`config.mk`:
```
export PLATFORM = sky130hd
export DESIGN_NAME = sobel_edge_ex
export DESIGN_NICKNAME = d
export VERILOG_FILES = /design/src/rtl/sobel_edge_ex.sv
export SDC_FILE = /design/constraint.sdc
export NUM_CORES = 1
export LEC_CHECK = 0
export CORE_MARGIN = 2
export CORE_UTILIZATION = 57
export DETAILED_ROUTE_END_ITERATION = 10
export GPL_TIMING_DRIVEN = 0
export PLACE_DENSITY = 0.82
export SKIP_LAST_GASP = 1
export SLEW_MARGIN = 5
export SYNTH_ARGS = -nofsm -noshare
export SYNTH_HDL_FRONTEND = slang
export SYNTH_SLANG_ARGS = --single-unit
```
`constraint.sdc`:
```
create_clock -name video_clk -period 3.1 [get_ports video_clk]
set_input_delay 0.465 -clock video_clk [delete_from_list [all_inputs] [get_ports video_clk]]
set_output_delay 0.465 -clock video_clk [all_outputs]
set_load 0.005 [all_outputs]
```
`src/rtl/sobel_edge_ex.sv`:
```
// Four-stage Sobel edge stage: gradient sums, absolute differences, magnitude/threshold,
// mode-selected output. Threshold and mode are shadowed per frame; edge pixels are counted per frame.
module sobel_edge_ex #(
   parameter int DW        = 8,
   parameter int MAG_SHIFT = 2,
   parameter int THR_INIT  = 28,
   parameter int CNT_W     = 22
) (
   input  logic             video_clk,
   input  logic             rst_n,
   input  logic [DW+2:0]    sobel_threshold,
   input  logic [1:0]       sobel_mode,
   input  logic             matrix_de,
   input  logic             matrix_vs,
   input  logic [DW-1:0]    matrix11,
   input  logic [DW-1:0]    matrix12,
   input  logic [DW-1:0]    matrix13,
   input  logic [DW-1:0]    matrix21,
   input  logic [DW-1:0]    matrix22,
   input  logic [DW-1:0]    matrix23,
   input  logic [DW-1:0]    matrix31,
   input  logic [DW-1:0]    matrix32,
   input  logic [DW-1:0]    matrix33,
   output logic             sobel_vs,
   output logic             sobel_de,
   output logic [DW-1:0]    sobel_data,
   output logic [CNT_W-1:0] edge_cnt,
   output logic             edge_cnt_valid
);

   localparam int SW      = DW + 2;
   localparam int LW      = DW + 3;
   localparam int PIX_MAX = (1 << DW) - 1;
   localparam logic [CNT_W-1:0] CNT_MAX = '1;

   logic [SW-1:0]    gx1_reg, gx2_reg, gy1_reg, gy2_reg;
   logic [SW-1:0]    gx1_next, gx2_next, gy1_next, gy2_next;
   logic [SW-1:0]    gx_reg, gy_reg;
   logic [LW-1:0]    l1_reg, l1_next;
   logic [SW-1:0]    linf_reg;
   logic             hit_reg, hit_s4_reg;
   logic [DW-1:0]    data_reg, data_next;
   logic [3:0]       de_pipe_reg, vs_pipe_reg;
   logic             vs_rise_reg;
   logic [LW-1:0]    thr_sh_reg;
   logic [1:0]       mode_sh_reg;
   logic [CNT_W-1:0] acc_reg, edge_cnt_reg;
   logic             edge_valid_reg;
   logic             count_hit, frame_edge;
   logic [LW-1:0]    l1_shift;
   logic [SW-1:0]    linf_shift;
   logic [DW-1:0]    l1_sat, linf_sat;
   logic             unused_centre;

   // The centre tap carries no weight in either Sobel kernel.
   assign unused_centre = &{1'b0, matrix22};

   assign gx1_next = SW'(matrix13) + (SW'(matrix23) << 1) + SW'(matrix33);
   assign gx2_next = SW'(matrix11) + (SW'(matrix21) << 1) + SW'(matrix31);
   assign gy1_next = SW'(matrix11) + (SW'(matrix12) << 1) + SW'(matrix13);
   assign gy2_next = SW'(matrix31) + (SW'(matrix32) << 1) + SW'(matrix33);
   assign l1_next  = LW'(gx_reg) + LW'(gy_reg);

   always_ff @(posedge video_clk or negedge rst_n) begin
      if (!rst_n) begin
         gx1_reg <= '0;
         gx2_reg <= '0;
         gy1_reg <= '0;
         gy2_reg <= '0;
      end else if (matrix_de) begin
         gx1_reg <= gx1_next;
         gx2_reg <= gx2_next;
         gy1_reg <= gy1_next;
         gy2_reg <= gy2_next;
      end else begin
         gx1_reg <= '0;
         gx2_reg <= '0;
         gy1_reg <= '0;
         gy2_reg <= '0;
      end
   end

   always_ff @(posedge video_clk or negedge rst_n) begin
      if (!rst_n) begin
         gx_reg     <= '0;
         gy_reg     <= '0;
         l1_reg     <= '0;
         linf_reg   <= '0;
         hit_reg    <= 1'b0;
         hit_s4_reg <= 1'b0;
         data_reg   <= '0;
      end else begin
         gx_reg     <= (gx1_reg >= gx2_reg) ? gx1_reg - gx2_reg : gx2_reg - gx1_reg;
         gy_reg     <= (gy1_reg >= gy2_reg) ? gy1_reg - gy2_reg : gy2_reg - gy1_reg;
         l1_reg     <= l1_next;
         linf_reg   <= (gx_reg >= gy_reg) ? gx_reg : gy_reg;
         hit_reg    <= (l1_next >= thr_sh_reg);
         hit_s4_reg <= hit_reg;
         data_reg   <= data_next;
      end
   end

   assign l1_shift   = l1_reg >> MAG_SHIFT;
   assign linf_shift = linf_reg >> MAG_SHIFT;
   assign l1_sat     = (l1_shift > LW'(PIX_MAX)) ? '1 : l1_shift[DW-1:0];
   assign linf_sat   = (linf_shift > SW'(PIX_MAX)) ? '1 : linf_shift[DW-1:0];

   always_comb begin
      data_next = '0;
      if (de_pipe_reg[2]) begin
         case (mode_sh_reg)
            2'd0:    data_next = hit_reg ? '1 : '0;
            2'd1:    data_next = hit_reg ? '0 : '1;
            2'd2:    data_next = l1_sat;
            default: data_next = linf_sat;
         endcase
      end
   end

   // Shadows load one cycle after the input vs rise, while the pipeline is still in blanking.
   always_ff @(posedge video_clk or negedge rst_n) begin
      if (!rst_n) begin
         de_pipe_reg <= '0;
         vs_pipe_reg <= '0;
         vs_rise_reg <= 1'b0;
         thr_sh_reg  <= LW'(THR_INIT);
         mode_sh_reg <= 2'd0;
      end else begin
         de_pipe_reg <= {de_pipe_reg[2:0], matrix_de};
         vs_pipe_reg <= {vs_pipe_reg[2:0], matrix_vs};
         vs_rise_reg <= matrix_vs & ~vs_pipe_reg[0];
         if (vs_rise_reg) begin
            thr_sh_reg  <= sobel_threshold;
            mode_sh_reg <= sobel_mode;
         end
      end
   end

   assign count_hit  = de_pipe_reg[3] & hit_s4_reg;
   assign frame_edge = vs_pipe_reg[2] & ~vs_pipe_reg[3];

   always_ff @(posedge video_clk or negedge rst_n) begin
      if (!rst_n) begin
         acc_reg        <= '0;
         edge_cnt_reg   <= '0;
         edge_valid_reg <= 1'b0;
      end else begin
         edge_valid_reg <= frame_edge;
         if (frame_edge) begin
            edge_cnt_reg <= acc_reg;
            acc_reg      <= count_hit ? CNT_W'(1) : '0;
         end else if (count_hit && acc_reg != CNT_MAX) begin
            acc_reg <= acc_reg + CNT_W'(1);
         end
      end
   end

   assign sobel_vs       = vs_pipe_reg[3];
   assign sobel_de       = de_pipe_reg[3];
   assign sobel_data     = data_reg;
   assign edge_cnt       = edge_cnt_reg;
   assign edge_cnt_valid = edge_valid_reg;

endmodule

```
==> results, run 1 <==
- The flow ran to the end, and the final reports show no timing, DRC or antenna violations.
- Data on the critical path arrives at its endpoint at 3.16 ns.
- In the final routed layout, each cell accounts on average for 15.43 µm.
- The placeable core region is 16,580 µm².
- The via count is 7,160.
- The TritonCTS clock tree is built.
- The routability congestion estimate from global placement is 0.9400.
- The total power per unit cell area is 798.9 nW/µm².
- The clock-pin slew on the worst setup and hold paths is 0.06 ns.
- In this run the tightest slew margin relative to its limit is 0.6292.
- The first-pass GRT wire length is 34,670 µm.
- For the final database, setup skew stands at 0.01153 ns.
- At the pin with the least slew margin, the transition time is 0.5545 ns.
- The post-synthesis sequential element count is 154.
- For this design, the sink count on the clock tree is 154.
- The iteration count of the initial detailed-routing pass is 5.
- The total DRC errors in the routed layout is 0.
- Hold repair after CTS inserted 0 buffers.
- In this run the critical register-to-register path is captured at hit_reg$_DFF_PN0_.
- The setup TNS is 0 ns.
- The buffer levels on the longest clock path is 2.
- The max-slew violation total from the final report came to 0.
- At the end of the flow the core is filled with cells to 0.7039.
- In this run the count of I/O pins placed on the die edge is 122.
- The reg-to-reg startpoint is gy_reg[2]$_DFF_PN0_.
- A synthesized cell averages 10.16 µm².
- The proportion of synthesized chip area in sequential cells is 0.4000.
- The H-tree depth is 4.
- The most used flip-flop cell after synthesis is sky130_fd_sc_hd__dfrtp_1.
- The total placed instance area is 11,080 µm².
- The routed design has 20,270 µm of wire.
- The element type at the critical path start is a register.
- Global routing finished with a remaining overflow of 0.
- The post-CTS setup buffer count is 0.
- The netlist area before placement is 9643 µm².
- The synthesized design contains 0 enable-type register cells.
- The buffer cell driving the clock tree root is sky130_fd_sc_hd__clkbuf_16.
- The highest net fanout along the worst path is 4.
- The die outline area is 17,970 µm².
- The worst-skew pair later-pin latency is 0.42 ns.
- In this design, the stage delay of the slowest critical-path cell is 0.39 ns.
- The floorplan has 47 rows.
- The endpoint kind of the worst setup timing path is a register.
- Yosys instantiated no cell more often than sky130_fd_sc_hd__dfrtp_1.
- By startpoint and endpoint, the worst setup path is classified as register to register.
- After routing the design area is 11,670 µm².
- The number of instances resized during post-cts repair is 0.
- The final period utilization is 0.9235.
- Summed over all instances, the cell type with the most area after synthesis is sky130_fd_sc_hd__dfrtp_1.
- The minimum clock period is 2.863 ns.
- IR analysis of the VDD net gives a maximum drop of 0.5227 mV.
- At the end of the flow, the number of nets in the layout was 1,314.
- After synthesis, the cell types taking the most area are sky130_fd_sc_hd__dfrtp_1 (39%), sky130_fd_sc_hd__ha_1 (14%), sky130_fd_sc_hd__fa_1 (7.7%).
- In the global route stage, overall resource usage came out at 0.2417.
- Traced cell by cell, the critical path runs through inv_1 > ha_1 > inv_1 > a21oi_1 > o21a_1 > o31a_1 > a221o_1 > xor2_1 > ha_1 > a2111o_1 > a31oi_1 > o21ai_1.
- The maximum clock rate is 0.3493 GHz.
- The area fraction of the dominant cell type after synthesis is 0.3919.
- 0 antenna diodes ended up in the layout.
- The async set or reset register ratio after synthesis is 1.000.
- Setup repair after global routing left no endpoint under its margin.
- Entering global routing, the biggest net connects 94 pins.
- The via count of the first global-routing pass came to 7,231.
- Counting cells, the worst reg-to-reg path comes to 12.
- The yosys synthesis warning count is 0.
- In this run, CTS created clock tree buffers numbering 17.
- The cell count after synthesis came out at 949.
- For this configuration, the core starts out at a cell density of 0.5815.
- The final HPWL from detailed placement is 15,550 µm.
- Across all register-to-register paths, the minimum setup slack is 0.24 ns.
- The vias per cell is 5.449.
- Synthesis produced a netlist with a net count of 1,181.
- The standard cell with the maximum stage delay on the critical path is sky130_fd_sc_hd__dfrtp_1.
- Input and output buffers added on the ports amount to 113.
- The number of hold-slack violations in the final timing report is 0.
- The x dimension of the die is 134.1 µm.
- The number of distinct standard cells referenced by the synthesized netlist is 54.
- The class of the most critical hold timing path is input pin to asynchronous set/reset pin.
- The standby leakage power is 5.550 nW.
- The tool flagged a number of max-cap violations equal to 0.
- From synthesis to final layout, the design area changed by 21.05%.
- Sorting the synthesized cells by how often they occur yields sky130_fd_sc_hd__dfrtp_1 (151), sky130_fd_sc_hd__ha_1 (106), sky130_fd_sc_hd__nand2_1 (105), sky130_fd_sc_hd__inv_1 (73), sky130_fd_sc_hd__nor2_1 (61).
- Of the cells placed in the final design, the portion with a size suffix greater than 1 is 0.05119.
- For this block, the initial DRC count from the detailed router was 385.
- The number of antenna violations at the first check in global routing was 0.
- The floorplan step set the die height to 134.1 µm.
- The data required time of the worst path is 3.40 ns.
- Setup violations remaining at the end of the flow were counted as 0.
- The count of antenna-violating nets left after detailed routing is 0.
==> how the worst max path moves through the flow <==
stage	start	to	slack (ns)	cells after the start
floorplan	gx_reg[2]$_DFF_PN0_	hit_reg$_DFF_PN0_	0.48	11
global placement	rst_n	edge_cnt[16]$_DFFE_PN0P_	-4.34	1
detailed placement	matrix11[1]	gy1_reg[7]$_DFF_PN0_	-0.16	10
CTS	matrix11[1]	gy1_reg[7]$_DFF_PN0_	0.24	10
global route	matrix11[1]	gy1_reg[7]$_DFF_PN0_	0.08	10
finish	gy_reg[2]$_DFF_PN0_	hit_reg$_DFF_PN0_	0.24	12
==> per-layer routing <==
metal  GRT usage  wire length, µm
met5           0                0
met4     0.06784              363
met3     0.04535             1055
met2      0.4211            10190
met1      0.3109             8668
==> worst max-delay path: cells and delay by family, from the launching register on <==
kind            cells  cell delay [ns]
xor+xnor            1             0.18
flops               1             0.39
buf+inv             2             0.14
fa+ha+maj           2             0.54
compound gates      7             1.51
==> final cells by class <==
| cell class | instances | area (µm²) |
|---|---|---|
| clock inverter | 13 | 165.2 |
| clock buffer | 18 | 429.2 |
| sequential | 154 | 3857 |
| fill | 1193 | 4911 |
| buffer | 30 | 157.7 |
| inverter | 75 | 281.5 |
| tap | 220 | 275.3 |
| multi-input combinational | 690 | 5346 |
| timing repair buffer | 114 | 1160 |
==> cell families (layout without fill, tap and decap cells) <==
family,count (synthesis),count (layout),synth area share
simple gates,284,284,0.1408
mux,28,28,0.03062
buf+inv,105,250,0.04554
fa+ha+maj,143,143,0.2144
flops,154,154,0.4000
compound gates,182,182,0.1205
xor+xnor,53,53,0.04814
==> stage by stage <==
step | total power [mW] | worst slack [ns] | cells | hold WS [ns]
2_1_floorplan | 6.011 | 0.4775 | 949 | 0.1694
3_3_place_gp | 6.971 | -4.336 | 1282 | 0.3330
3_5_place_dp | 7.152 | -0.1643 | 1283 | 0.3379
4_1_cts | 9.340 | 0.2441 | 1314 | 0.04757
5_1_grt | 10.04 | 0.07681 | 1314 | 0.06803
6_report | 9.325 | 0.2372 | 1314 | 0.02937
==> cells in the final DEF (no fill, tap or decap), types with 17 or more instances in the layout <==
| cell | count |
|---|---|
| sky130_fd_sc_hd__a21o_1 | 17 |
| sky130_fd_sc_hd__a21oi_1 | 60 |
| sky130_fd_sc_hd__clkbuf_1 | 19 |
| sky130_fd_sc_hd__clkbuf_16 | 17 |
| sky130_fd_sc_hd__clkdlybuf4s50_1 | 112 |
| sky130_fd_sc_hd__dfrtp_1 | 151 |
| sky130_fd_sc_hd__fa_1 | 37 |
| sky130_fd_sc_hd__ha_1 | 106 |
| sky130_fd_sc_hd__inv_1 | 73 |
| sky130_fd_sc_hd__nand2_1 | 105 |
| sky130_fd_sc_hd__nor2_1 | 61 |
| sky130_fd_sc_hd__nor3_1 | 22 |
| sky130_fd_sc_hd__o21ai_0 | 23 |
| sky130_fd_sc_hd__o21ai_1 | 18 |
| sky130_fd_sc_hd__xor2_1 | 38 |
==> report_power, final <==
group / internal (mW) / switching [mW] / leakage (nW)
Sequential: 2.50 / 0.263 / 1.96
Clock: 1.27 / 0.802 / 0.291
Combinational: 2.04 / 2.45 / 3.30
Total: 5.81 / 3.52 / 5.55
Power figures use the tool's default switching activity.
==> inputs of run 2 (changes only) <==
CORE_MARGIN = unset   (was 2)
==> run 2 against run 1 <==
  * Routed wire length shrank 0.60%
  * Utilization grew 0.17 points
  * Count of clock-buffer cells in the layout shrank 1
  * Non-clock buffer count is the same
  * Largest cell class unchanged
  * Highest routed layer unchanged
  * Critical path type unchanged
==> results, run 2 (same netlist as run 1, synthesis figures left out) <==
- The run finished with clean final reports.
- The initial detailed-routing violation count is 385.
- The total clock buffers created by CTS is 17.
- The vias per cell is 5.456.
- The iteration count of the initial detailed-routing pass is 5.
- Once layout is complete, the utilization of the core stands at 0.7056.
- The share of total power dissipated in the clock network is 0.218.
- Walking the worst path, the cells encountered are inv_1 > ha_1 > inv_1 > a21oi_1 > o21a_1 > o31a_1 > a221o_1 > xor2_1 > ha_1 > a2111o_1 > a31oi_1 > o21ai_1.
- Across the whole layout, storage elements account for 3857 µm².
- In this run the tightest slew margin relative to its limit is 0.5680.
- Of the total power, registers draw 0.298.
- For flop-to-flop paths, the worst setup slack is 0.24 ns.
- Across the run, the number of max-cap violations was 0.
- The max-slew violation total from the final report was 0.
- The floorplan step defined a core boundary enclosing 16,520 µm².
- At the worst endpoint, the required time is 3.39 ns.
- After clock tree synthesis, the flow added hold-fix buffers numbering 0.
- The filler cells instantiated in the layout total 1,199.
- The largest delay contributor family on the critical path is compound AO/OA/AOI/OAI gates.
- The number of placement rows is 47.
- The highest net fanout along the worst path is 4.
- Clock latency on the worst-skew pair, taken at its later pin, is 0.42 ns.
- Counting every sink on the clock net gives 154.
- The die is 132.1 µm tall.
- Subtracting the final worst setup slack from the clock period gives 2.863 ns.
- In this run the worst hold path is classified as input pin to asynchronous set/reset pin.
- The cell sitting at the root of the clock tree is a sky130_fd_sc_hd__clkbuf_16.
- In the post-route analysis, the smallest setup slack over all paths is 0.2368 ns.
- The final HPWL from detailed placement is 15,420 µm.
- The number of placed instances, taps included is 1,283.
- The floorplan step defined a die boundary enclosing 17,440 µm².
- The number of instances resized during post-cts repair is 0.
- Together, buffers and inverters on the worst path number 2.
- The x dimension of the die is 132.1 µm.
- The stage delay of the slowest cell on the critical path is 0.38 ns.
- Static timing analysis puts the maximum clock frequency at 0.3493 GHz.
- The total DRC errors in the routed layout is 0.
- The startpoint-to-endpoint class of the critical path is register to register.
- Clock skew on the completed layout was measured at 0.01204 ns.
- The via count of the first global-routing pass is 7,148.
- After the last flow step, the layout net total stands at 1,314.
- For this design the ratio of total power to cell area is 792.7 nW/µm².
- Setup violations remaining at the end of the flow were counted as 0.
- The buffer levels on the longest clock path is 2.
- Input and output buffers added on the ports amount to 113.
- The clock-pin slew on the worst setup and hold paths is 0.06 ns.
- Hold is met by 0.05201 ns.
- The initial core utilization is 0.5836.
- The final period utilization is 0.9236.
- The H-tree depth is 4.
- In this run the post-CTS setup repair buffer count came out at 0.
- Summed over all failing endpoints, the final setup total negative slack is 0 ns.
- In the final layout, the share of cells above drive strength 1 is 0.05297.
- At the placement stage, the worst setup path has a slack of -0.1923 ns.
- The routability congestion estimate from global placement is 0.8737.
- The actual transition at the worst max-transition pin is 0.6480 ns.
- The element type at the critical path start is a register.
- The worst register-to-register path ends at hit_reg$_DFF_PN0_.
- The post-layout instance count excluding filler cells is 1,315.
- The reg-to-reg startpoint is gy_reg[2]$_DFF_PN0_.
- The multi-input combinational cells in the finished layout cover a total of 5346 µm².
- The most frequent standard cell in the layout excluding fill and tap cells is sky130_fd_sc_hd__dfrtp_1.
- The number of antenna violations at the first check in global routing is 0.
- The count of pins on the block boundary is 122.
- Measured in cells, the most critical reg-to-reg path has a length of 12.
- After detailed routing, the average wire length per cell comes to 15.33 µm.
- The TritonCTS clock tree is built.
- In the layout the commonest cells are sky130_fd_sc_hd__dfrtp_1 (151), sky130_fd_sc_hd__clkdlybuf4s50_1 (112), sky130_fd_sc_hd__ha_1 (106), sky130_fd_sc_hd__nand2_1 (105), sky130_fd_sc_hd__inv_1 (73).
- The worst setup path is captured at a register.
- Of the total power, the share spent switching nets is 0.3865.
- The count of antenna-violating nets left after detailed routing is 0.
- The final global-route overflow total is 0.
- Across the VDD grid, the largest voltage drop is 0.4565 mV.
- Cell internal power was estimated by the tool at 5.670 mW.
- The final layout contains routed wiring with a total length of 20,150 µm.
- The number of hold-slack violations in the final timing report is 0.
- The share of total power dissipated in combinational logic is 0.483.
- The switching power total is 3.572 mW.
- Setup repair after global routing left no endpoint under its margin.
- The first global-routing pass estimated 34,560 µm of wire.
- The total global-route track usage is 0.2500.
- The area growth from synthesis to layout is 20.92%.
- The number of antenna diodes is 0.
- The maximum number of pins on one net before global-route repair is 83.
- The data arrival time at the worst-slack endpoint is 3.16 ns.
- The via count is 7,175.
- For this design, the slowest cell found on the critical path is sky130_fd_sc_hd__dfrtp_1.
- In this run the static leakage power is 5.542 nW.
run 2: cell types whose count changed in the layout (fill, tap and decap cells not counted), sizes merged:
| cell | change |
|---|---|
| clkinvlp | +1 |
| clkbuf | -1 |
| clkinv | -2 |
| inv | +5 |
| bufinv | -2 |
run 2: final cells by class:
type | instances | area share
clock inverter | 15 | 0.01341
tap | 220 | 0.02361
timing repair buffer | 114 | 0.09947
sequential | 154 | 0.3308
clock buffer | 17 | 0.03648
multi-input combinational | 690 | 0.4585
inverter | 75 | 0.02414
buffer | 30 | 0.01352
run 2: worst max path at each step:
stage,from,endpoint,slack [ns],cells after the start
after floorplan,gx_reg[2]$_DFF_PN0_,hit_reg$_DFF_PN0_,0.48,11
after global placement,rst_n,edge_cnt[16]$_DFFE_PN0P_,-4.32,1
after detailed placement,matrix31[2],gy2_reg[8]$_DFF_PN0_,-0.19,9
after CTS,gx_reg[2]$_DFF_PN0_,hit_reg$_DFF_PN0_,0.22,11
after global routing,matrix11[1],gy1_reg[7]$_DFF_PN0_,0.09,10
final,gy_reg[2]$_DFF_PN0_,hit_reg$_DFF_PN0_,0.24,12
run 2: power groups by stage:
stage          Clock [mW]  Sequential, mW  Combinational (mW)
6_report             2.02            2.76                4.47
3_3_place_gp            0            2.77                4.22
5_1_grt              2.12            2.81                5.02
3_5_place_dp            0            2.79                4.38
4_1_cts              2.04            2.76                4.47
2_1_floorplan           0            2.72                3.29
run 2: per-stage QoR:
stage	area (µm²)	power [mW]
after floorplan	9643	6.011
after global placement	11050	6.985
after detailed placement	11080	7.174
after CTS	11660	9.269
after global routing	11660	9.955
final	11660	9.242
run 2: layer usage:
| layer | vias up | global-route usage | share of wire |
|---|---|---|---|
| li1 | 3521 | - | - |
| met1 | 3387 | 0.3210 | 0.43 |
| met2 | 222 | 0.4306 | 0.50 |
| met3 | 45 | 0.03883 | 0.041 |
| met4 | 0 | 0.08915 | 0.027 |
| met5 | - | 0 | 0 |
run 2: worst register-to-register path, stage by stage (launching register included):
cell and delay [ns]:
sky130_fd_sc_hd__dfrtp_1 0.38, sky130_fd_sc_hd__inv_1 0.05, sky130_fd_sc_hd__ha_1 0.32, sky130_fd_sc_hd__inv_1 0.07
sky130_fd_sc_hd__a21oi_1 0.06, sky130_fd_sc_hd__o21a_1 0.19, sky130_fd_sc_hd__o31a_1 0.26, sky130_fd_sc_hd__a221o_1 0.36
sky130_fd_sc_hd__xor2_1 0.18, sky130_fd_sc_hd__ha_1 0.23, sky130_fd_sc_hd__a2111o_1 0.38, sky130_fd_sc_hd__a31oi_1 0.17
sky130_fd_sc_hd__o21ai_1 0.10
==> inputs of run 3 (changes only) <==
CAP_MARGIN = 20   (was unset)
CORE_UTILIZATION = 60   (was 57)
DONT_BUFFER_PORTS = 1   (was unset)
PLACE_DENSITY = 0.76   (was 0.82)
==> run 3 against run 2 <==
  * The run now ends with negative hold slack left
  * Combinational power shrank 6.9%
  * Sequential cell count did not move
  * Sequential share of layout area increased by 3.6 points
  * First-iteration DRC count decreased by 22%
  * Critical path type unchanged
  * Largest power group unchanged
==> results, run 3 (same netlist as run 1, synthesis figures left out) <==
- For this run, the post-layout net count is 1,200.
- The max capacitance violation total is 0.
- Data on the critical path arrives at its endpoint at 3.20 ns.
- The buffer cell driving the clock tree root is sky130_fd_sc_hd__clkbuf_16.
- The average routed wire per standard cell is 16.25 µm.
- For this configuration, the core starts out at a cell density of 0.6251.
- The fraction of power consumed by sequential logic is 0.306.
- In this run the remaining antenna-violating nets after routing total 0.
- The area growth from synthesis to layout is 8.953%.
- The H-tree depth is 4.
- The reg-to-reg startpoint is gy_reg[2]$_DFF_PN0_.
- The height of the die is 128.8 µm.
- The wire-length estimate of the detail-placed layout is 14,790 µm.
- Buffers placed on the I/O ports in this run total 0.
- The worst clock skew is 0.007263 ns.
- The die outline area is 16,580 µm².
- Summed over all layers, the global routing overflow is 0.
- Cell internal power was estimated by the tool at 5.589 mW.
- The maximum clock rate is 0.3477 GHz.
- At the worst endpoint, the required time is 3.42 ns.
- The checks that failed: negative hold slack.
- The minimum clock period is 2.876 ns.
- Dividing the detail-routed via count by the number of cells gives 5.652.
- The number of antenna diodes in the final layout is 0.
- Across the VDD grid, the largest voltage drop is 0.5607 mV.
- The power share of the combinational group is 0.461.
- The x dimension of the die is 128.8 µm.
- The max-slew violation total from the final report is 0.
- Leaving out fill and tap cells, the most frequent cells in the layout are sky130_fd_sc_hd__dfrtp_1 (151), sky130_fd_sc_hd__ha_1 (106), sky130_fd_sc_hd__nand2_1 (105), sky130_fd_sc_hd__inv_1 (73), sky130_fd_sc_hd__nor2_1 (61).
- The final core utilization is 0.6810.
- The first TritonRoute pass finished after 5 iterations.
- The sum of routed wire length over all layers is 19,370 µm.
- The number of setup violations in the final report is 0.
- Tracing the worst setup path back leads to its startpoint at gy_reg[2]$_DFF_PN0_.
- The number of hold-slack violations in the final timing report is 154.
- The final period utilization is 0.9277.
- The endpoint kind of the worst setup timing path is a register.
- The setup slack of the most critical reg-to-reg path is 0.22 ns.
- The number of antenna violations at the first check in global routing is 0.
- The number of placement rows is 45.
- The clock passes through at most 2 buffers.
- The clock-pin slew on the worst setup and hold paths is 0.07 ns.
- The via count of the first global-routing pass is 6,774.
- The initial detailed-routing violation count is 302.
- After floorplanning, the core was sized to cover 15,430 µm².
- The count of pins on the block boundary is 122.
- The worst-skew pair later-pin latency is 0.43 ns.
- The setup TNS is 0 ns.
- The flow ran to the end, but the final reports show violations.
- The post-CTS setup buffer count is 0.
- Setup repair after global routing left no endpoint under its margin.
- The first-pass GRT wire length is 31,820 µm.
- Entering global routing, the biggest net connects 155 pins.
- The capture point of the worst path is hit_reg$_DFF_PN0_.
- Leaving out fill and tap cells, the most frequent cell in the layout is sky130_fd_sc_hd__dfrtp_1.
- The actual transition at the worst max-transition pin is 0.5393 ns.
- The element type at the critical path start is a register.
- The worst reg-to-reg path cell count is 12.
- By startpoint and endpoint, the worst setup path is classified as register to register.
- For this run, design rule violations remaining after detail routing come to 0.
- The ratio of cells with drive above 1 in the final layout is 0.05607.
- The clock drives 154 sinks.
- The total power per unit cell area is 858.3 nW/µm².
- The total clock buffers created by CTS is 17.
- Across all hold checks on the routed design, the worst slack comes to -0.2728 ns.
- Of the total power, the share spent switching nets is 0.3802.
- The endpoint of the worst register-to-register path is hit_reg$_DFF_PN0_.
- TritonCTS built the clock tree.
- Measured against its own limit, the worst slew margin works out to 0.6380.
- The detailed router placed 6,737 vias in this run.
- Summed over all cells, the static leakage comes to 5.097 nW.
- The total global-route track usage is 0.2519.
- The congestion estimate from routability-driven global placement came to 0.8552.
- The class of the most critical hold timing path is input pin to asynchronous set/reset pin.
- The switching power total is 3.429 mW.
- The highest net fanout along the worst path is 4.
- The number of gates resized after CTS was 0.
- The share of power burned in the clock network is 0.233.
## run 3: routing by layer
metal | track usage | up-vias | part of all wire
met1 | 0.3059 | 3190 | 0.43
met5 | 0 | - | 0
li1 | - | 3282 | -
met2 | 0.4308 | 220 | 0.48
met3 | 0.05156 | 45 | 0.051
met4 | 0.1197 | 0 | 0.033
## run 3: cell type report
| cell class | count | area, µm² |
|---|---|---|
| Multi-Input combinational cell | 690 | 5346 |
| Fill cell | 1214 | 4921 |
| Sequential cell | 154 | 3857 |
| Clock buffer | 19 | 442.9 |
| Inverter | 75 | 281.5 |
| Tap cell | 211 | 264.0 |
| Buffer | 30 | 157.7 |
| Clock inverter | 13 | 156.4 |
## run 3: through the flow
stage	power (mW)	worst slack, ns	cells	area (µm²)
2_1_floorplan	6.011	0.4775	949	9643
3_3_place_gp	6.758	0.2681	1160	9907
3_5_place_dp	6.897	0.2215	1160	9907
4_1_cts	9.056	0.2178	1192	10510
5_1_grt	9.740	0.07448	1192	10510
6_report	9.018	0.2242	1192	10510
## run 3: worst min-delay path by stage
stage / cells after the start / slack (ns) / from / end
final: 0 / -0.27 / rst_n / thr_sh_reg[1]$_DFFE_PN0P_
after global routing: 0 / -0.29 / rst_n / thr_sh_reg[1]$_DFFE_PN0P_
after CTS: 0 / -0.29 / rst_n / l1_reg[7]$_DFF_PN0_
after detailed placement: 0 / 0.17 / rst_n / thr_sh_reg[1]$_DFFE_PN0P_
after global placement: 0 / 0.18 / rst_n / thr_sh_reg[1]$_DFFE_PN0P_
after floorplan: 0 / 0.17 / rst_n / acc_reg[0]$_DFFE_PN0P_
## run 3: critical path, stage by stage (launching register included)
cell,delay (ns)
sky130_fd_sc_hd__dfrtp_1,0.38
sky130_fd_sc_hd__inv_1,0.05
sky130_fd_sc_hd__ha_1,0.33
sky130_fd_sc_hd__inv_1,0.08
sky130_fd_sc_hd__a21oi_1,0.06
sky130_fd_sc_hd__o21a_1,0.19
sky130_fd_sc_hd__o31a_1,0.27
sky130_fd_sc_hd__a221o_1,0.36
sky130_fd_sc_hd__xor2_1,0.17
sky130_fd_sc_hd__ha_1,0.22
sky130_fd_sc_hd__a2111o_1,0.38
sky130_fd_sc_hd__a31oi_1,0.17
sky130_fd_sc_hd__o21ai_1,0.09
## run 3: power groups by stage
stage	Sequential [mW]	Combinational (mW)	Clock, mW
finish	2.76	4.16	2.10
floorplan	2.72	3.29	0
global placement	2.78	3.98	0
detailed placement	2.80	4.10	0
global route	2.82	4.70	2.22
CTS	2.76	4.16	2.13
